$ cat src/rtl/player_action_engine.sv
// Player action engine: turns conditioned input pulses into player column, aim and a single projectile.
// Latency: every state change is registered one ena-qualified clock after the inputs that cause it.
// Backpressure: none; ena=0 freezes all state and forces shot_done low.
//
// Ports:
//   clk, reset            clock, asynchronous active-high reset
//   ena                   global enable
//   left_x/right_x        move pulses, valid when select[4]
//   left_aim/right_aim    aim pulses, valid when select[3]
//   shoot_out             fire pulse, accepted only in READY
//   select[4:0]           [4] move, [3] aim, [2] new game held, [1] new game released, [0] unused
//   player_x, aim         player column and aim index (2 = straight up)
//   shot_active/x/y       projectile state
//   shot_done             one-cycle pulse when a flight ends
//   busy                  high in every state except READY
module player_action_engine #(
   parameter int X_W        = 4,
   parameter int X_MAX      = 15,
   parameter int Y_W        = 4,
   parameter int Y_MAX      = 15,
   parameter int STEP_TICKS = 8,
   parameter int COOL_TICKS = 4
) (
   input  logic           clk,
   input  logic           reset,
   input  logic           ena,
   input  logic           left_x,
   input  logic           right_x,
   input  logic           left_aim,
   input  logic           right_aim,
   input  logic           shoot_out,
   input  logic [4:0]     select,
   output logic [X_W-1:0] player_x,
   output logic [2:0]     aim,
   output logic           shot_active,
   output logic [X_W-1:0] shot_x,
   output logic [Y_W-1:0] shot_y,
   output logic           shot_done,
   output logic           busy
);

   localparam int SC_W = $clog2(STEP_TICKS + 1);
   localparam int CC_W = $clog2(COOL_TICKS + 1);
   localparam logic [X_W-1:0] X_C      = X_W'(X_MAX / 2);
   localparam logic [X_W-1:0] X_MAX_V  = X_W'(X_MAX);
   localparam logic [Y_W-1:0] Y_MAX_V  = Y_W'(Y_MAX);
   localparam logic [SC_W-1:0] STEP_LAST = SC_W'(STEP_TICKS - 1);
   localparam logic [CC_W-1:0] COOL_LAST = CC_W'(COOL_TICKS - 1);
   // Two extra bits so column + (dir-2) can go below 0 or above X_MAX without wrapping.
   localparam logic signed [X_W+1:0] NX_MAX = (X_W+2)'(X_MAX);
   localparam logic signed [X_W+1:0] NX_TWO = (X_W+2)'(2);

   typedef enum logic [1:0] {
      S_READY   = 2'd0,
      S_FLIGHT  = 2'd1,
      S_COOL    = 2'd2,
      S_NEWGAME = 2'd3
   } state_t;

   state_t          state_q, state_d;
   logic [X_W-1:0]  player_x_q, player_x_d;
   logic [2:0]      aim_q, aim_d;
   logic [2:0]      dir_q, dir_d;
   logic            shot_active_q, shot_active_d;
   logic [X_W-1:0]  shot_x_q, shot_x_d;
   logic [Y_W-1:0]  shot_y_q, shot_y_d;
   logic            shot_done_q, shot_done_d;
   logic [SC_W-1:0] step_cnt_q, step_cnt_d;
   logic [CC_W-1:0] cool_cnt_q, cool_cnt_d;

   logic                  move_l, move_r, aim_l, aim_r;
   logic signed [X_W+1:0] nx;
   logic                  nx_oob;
   logic [Y_W-1:0]        new_y;
   logic                  end_flight;

   // Simultaneous left+right pulses cancel out.
   assign move_l = select[4] & left_x    & ~right_x;
   assign move_r = select[4] & right_x   & ~left_x;
   assign aim_l  = select[3] & left_aim  & ~right_aim;
   assign aim_r  = select[3] & right_aim & ~left_aim;

   assign nx     = $signed({2'b00, shot_x_q}) + $signed({{(X_W-1){1'b0}}, dir_q}) - NX_TWO;
   assign nx_oob = nx[X_W+1] || (nx > NX_MAX);
   assign new_y  = shot_y_q + Y_W'(1);

   always_comb begin
      state_d       = state_q;
      player_x_d    = player_x_q;
      aim_d         = aim_q;
      dir_d         = dir_q;
      shot_active_d = shot_active_q;
      shot_x_d      = shot_x_q;
      shot_y_d      = shot_y_q;
      shot_done_d   = 1'b0;
      step_cnt_d    = step_cnt_q;
      cool_cnt_d    = cool_cnt_q;
      end_flight    = 1'b0;

      if (ena) begin
         if (select[2]) begin
            // New game overrides everything, in every state.
            state_d       = S_NEWGAME;
            player_x_d    = X_C;
            aim_d         = 3'd2;
            shot_active_d = 1'b0;
            shot_x_d      = '0;
            shot_y_d      = '0;
            step_cnt_d    = '0;
            cool_cnt_d    = '0;
         end else if (state_q == S_NEWGAME) begin
            if (select[1]) begin
               state_d = S_READY;
            end
         end else begin
            if (move_l && player_x_q != '0)      player_x_d = player_x_q - X_W'(1);
            if (move_r && player_x_q != X_MAX_V) player_x_d = player_x_q + X_W'(1);
            if (aim_l && aim_q != 3'd0)          aim_d = aim_q - 3'd1;
            if (aim_r && aim_q != 3'd4)          aim_d = aim_q + 3'd1;

            case (state_q)
               S_READY: begin
                  if (shoot_out) begin
                     // Launch uses the pre-move column and pre-change aim.
                     shot_x_d      = player_x_q;
                     shot_y_d      = '0;
                     dir_d         = aim_q;
                     shot_active_d = 1'b1;
                     step_cnt_d    = '0;
                     state_d       = S_FLIGHT;
                  end
               end
               S_FLIGHT: begin
                  if (step_cnt_q == STEP_LAST) begin
                     step_cnt_d = '0;
                     if (nx_oob) begin
                        // Leaving the playfield sideways: last position stays visible.
                        end_flight = 1'b1;
                     end else begin
                        shot_x_d = nx[X_W-1:0];
                        shot_y_d = new_y;
                        if (new_y == Y_MAX_V) end_flight = 1'b1;
                     end
                  end else begin
                     step_cnt_d = step_cnt_q + SC_W'(1);
                  end
               end
               S_COOL: begin
                  if (cool_cnt_q == COOL_LAST) begin
                     state_d = S_READY;
                  end else begin
                     cool_cnt_d = cool_cnt_q + CC_W'(1);
                  end
               end
               default: begin
                  state_d = state_q;
               end
            endcase

            if (end_flight) begin
               shot_active_d = 1'b0;
               shot_done_d   = 1'b1;
               cool_cnt_d    = '0;
               state_d       = S_COOL;
            end
         end
      end
   end

   always_ff @(posedge clk or posedge reset) begin
      if (reset) begin
         state_q       <= S_READY;
         player_x_q    <= X_C;
         aim_q         <= 3'd2;
         dir_q         <= 3'd2;
         shot_active_q <= 1'b0;
         shot_x_q      <= '0;
         shot_y_q      <= '0;
         shot_done_q   <= 1'b0;
         step_cnt_q    <= '0;
         cool_cnt_q    <= '0;
      end else begin
         state_q       <= state_d;
         player_x_q    <= player_x_d;
         aim_q         <= aim_d;
         dir_q         <= dir_d;
         shot_active_q <= shot_active_d;
         shot_x_q      <= shot_x_d;
         shot_y_q      <= shot_y_d;
         shot_done_q   <= shot_done_d;
         step_cnt_q    <= step_cnt_d;
         cool_cnt_q    <= cool_cnt_d;
      end
   end

   assign player_x    = player_x_q;
   assign aim         = aim_q;
   assign shot_active = shot_active_q;
   assign shot_x      = shot_x_q;
   assign shot_y      = shot_y_q;
   assign shot_done   = shot_done_q;
   assign busy        = (state_q != S_READY);

endmodule
$ cat config.mk
export PLATFORM = sky130hd
export DESIGN_NAME = player_action_engine
export DESIGN_NICKNAME = d
export VERILOG_FILES = /design/src/rtl/player_action_engine.sv
export SDC_FILE = /design/constraint.sdc
export NUM_CORES = 1
export LEC_CHECK = 0
export CAP_MARGIN = 20
export CORE_MARGIN = 4
export CORE_UTILIZATION = 49
export DETAILED_ROUTE_END_ITERATION = 10
export GPL_TIMING_DRIVEN = 1
export HOLD_SLACK_MARGIN = 0.15
export MAX_ROUTING_LAYER = met4
export PLACE_DENSITY_LB_ADDON = 0.05
export SLEW_MARGIN = 25
export SYNTH_ARGS = -nofsm -noshare
export SYNTH_HDL_FRONTEND = slang
export SYNTH_SLANG_ARGS = --single-unit
$ cat constraint.sdc
create_clock -name clk -period 2.5 [get_ports clk]
set_input_delay 0.25 -clock clk [delete_from_list [all_inputs] [get_ports clk]]
set_output_delay 0.25 -clock clk [all_outputs]
set_load 0.01 [all_outputs]
==> results.txt <==
Avg Inst Size Synth: 9.58 um2
Relative max-transition margin: 0.554
Place WS: -0.133 ns
WP buf/inv: 2
Total power per unit cell area: 974 nW/um2
Clock skew: 0.00879 ns
Max FO, Critical Path: 7
Cells along the critical path: inv_2 > ha_4 > inv_2 > ha_4 > fa_2 > nor2b_2 > and4b_2 > or2_4 > a31oi_4 > o211ai_1
Fin. Hold Viols: 0
# nets final: 280
Synthesized area: 1980 um2
Vias in the first global route: 1730
Crit Path Class: register to register
WP data arrival: 2.65 ns
Setup ws final: 0.00900 ns
Critical Path Max Stage Delay: 0.53 ns
Via/cell ratio: 5.64
Synthesized Nets: 237
Insertion delay to the later sink of the worst-skew pair: 0.29 ns
Post-route setup TNS: 0 ns
Yosys reg bits: 29
Gpl congestion: 0.835
RSZ-0062 raised after global routing: yes
Initial antenna violation count: 0
Die Height: 71.6 um
Maximum VDD drop: 0.601 mV
Layout cells sized above 1: 0.223
Mux cell area share after synthesis: 0.0644
Worst hold slack: 0.344 ns
P_leak: 1.11 nW
Tmin final: 2.49 ns
CTS tree: done
Longest Clk Path Bufs: 2
DP HPWL: 3.30 mm
EDFF count, synth: 0
Crit end category: register
Cell variety after synth: 54
Final wirelength: 4.64 mm
Initial drt markers: 92
Hold WC Path Type: primary input to asynchronous set/reset pin
Drt wl/cell: 15.5 um
Initial Util: 0.526
Critical path startpoint category: register
Met2 GRT Util: 0.336
Gate Count Post-Synth: 207
Max_cap viols: 0
Die ar.: 5130 um2
CP required: 2.66 ns
Rows: 22
Post-Synth XOR/XNOR Area: 0.0265
Overall power: 0.00253 W
Ant. Diodes: 0
Largest net degree at the start of global routing: 30
Area delta synth->final: 31.2%
Clock sink count: 29
Syn. warnings: 0
Fillers: 289
Final setup vio count: 0
Horiz. Die Dim: 71.6 um
Area share of the largest cell type after synthesis: 0.303
Placed Area: 2360 um2
Largest family of logic cells by synthesized area: simple AND/OR/NAND/NOR gates
H-tree Lvls: 2
First-pass GRT wire length: 8.04 mm
Async S/R FF share, synth: 1.00
Synth Flop Type: dfrtp_1
Most common cell in the netlist: dfrtp_1
Met3 GRT Util: 0.0561
Fraction of the mapped netlist area in compound gates: 0.175
F_max: 401 MHz
Synth Area in Adders: 0.119
ANT nets after route: 0
CP max stage cell: dfstp_2
Worst slew pin tran: 0.663 ns
Ports: 31
Clock-pin slew on the worst setup and hold paths: 0.07 ns
Top cells by area, synth: dfrtp_1 (30%), ha_1 (8.8%), dfstp_2 (6.6%), nand2_1 (3.6%), mux2_2 (3.4%)
Core ar.: 3770 um2
Design area: 2600 um2
Number of remaining DRC errors: 0
Pre-antenna DRT Iters: 6
Clk root buf: clkbuf_8
Status: complete, no violations
Global route hottest layer: met2
Sequential-to-total area share from yosys stat: 0.369
Number of port buffers: 29
Remaining global-route overflow: 0
Post-synthesis simple-gate area fraction: 0.197
Max Transition Viols Final: 0
Family with the most delay on the worst path: adder cells
TritonCTS Buffers: 5
Total GRT Usage: 0.203
Commonest cells in the synthesized netlist: dfrtp_1 (24), nand2_1 (19), inv_1 (17), ha_1 (14), nor2_1 (14)
GR Layer Usage met1: 0.245
Via count: 1685
Crit share post-route: 0.996
Synth area leader: dfrtp_1
==> registers in the layout, summed over array words and instances (netlist names) <==
| name | count |
|---|---|
| aim | 3 |
| cool_cnt_q | 3 |
| dir_q | 3 |
| player_x | 4 |
| shot_active | 1 |
| shot_done | 1 |
| shot_x | 4 |
| shot_y | 4 |
| state_q | 2 |
| step_cnt_q | 4 |
==> worst reg2reg max path, delay by kind of cell (launching register included) <==
| family | cells | cell delay [ns] |
|---|---|---|
| fa+ha+maj | 3 | 0.75 |
| simple gates | 3 | 0.65 |
| flops | 1 | 0.53 |
| compound gates | 2 | 0.37 |
| buf+inv | 2 | 0.07 |
==> metal layers <==
metal	wire length [um]	vias up
li1	-	825
met1	2040	823
met2	2380	29
met3	171	8
met4	48	0
met5	0	-
==> power breakdown <==
group,internal [W],switching (W)
Combinational,0.000712,0.000607
Sequential,0.000619,0.000164
Clock,0.000248,0.000182
==> kinds of logic (layout without fill, tap and decap cells) <==
logic type | Yosys count | after routing
adders and majority gates | 17 | 17
AOI/OAI and AO/OA | 48 | 48
muxes | 12 | 12
xor gates and xnor gates | 6 | 6
buffers and inverters | 23 | 67
and+or+nand+nor | 72 | 72
DFF | 29 | 29
==> cells in the final DEF, fill, tap and decap left out, types with 3 or more instances in the layout <==
cell type | synthesis | routed
a21oi_1 | 6 | 5
o21ai_0 | 12 | 9
buf_4 | 0 | 12
xnor2_1 | 4 | 4
dfstp_2 | 5 | 5
nor2_1 | 14 | 14
inv_1 | 17 | 15
nand3_1 | 6 | 6
o211ai_1 | 3 | 3
nand2b_1 | 3 | 3
nand4_1 | 3 | 3
a21o_1 | 3 | 3
mux2_2 | 6 | 5
nand2_1 | 19 | 19
o21ai_1 | 2 | 4
dfrtp_1 | 24 | 24
clkdlybuf4s50_1 | 0 | 29
mux2i_1 | 6 | 5
ha_1 | 14 | 12
clkbuf_8 | 0 | 7
nor2b_1 | 4 | 3
nor3_1 | 4 | 4
nand3b_1 | 3 | 3
==> area by class of cell <==
type	count	area, um2	area share
Sequential cell	29	732	0.281
Inverter	17	63.8	0.0245
Tap cell	48	60.1	0.0231
Timing Repair Buffer	42	392	0.151
Clock inverter	1	5.00	0.00192
Multi-Input combinational cell	155	1250	0.481
Clock buffer	7	96.3	0.0370
==> what timing repair did <==
action	in CTS	in global routing
hold endpoints to repair	0	0
buffers inserted	5	2
gates resized for setup	11	10
setup endpoints to repair	10	15
pin swaps	8	8
hold buffers	0	0
==> through the flow <==
stage | instances | utilization
2_1_floorplan | 207 | -
3_3_place_gp | 284 | 0.626
3_5_place_dp | 284 | 0.626
4_1_cts | 297 | 0.675
5_1_grt | 299 | 0.690
6_report | 299 | 0.690
==> worst paths after layout <==
kind | from | to | slack, ns | cells after the start
worst max-delay path | dir_q[1] | cool_cnt_q[1] | 0.009 | 10
worst max register to register | dir_q[1] | cool_cnt_q[1] | 0.009 | 10
worst min register to register | step_cnt_q[3] | step_cnt_q[3] | 0.50 | 1
max in group asynchronous | reset | player_x[2] | 1.82 | 3
worst min-delay path | reset | shot_y[2] | 0.34 | 3
min in group clk | step_cnt_q[3] | step_cnt_q[3] | 0.50 | 1
Note: power is estimated with default switching activity, not from simulation.
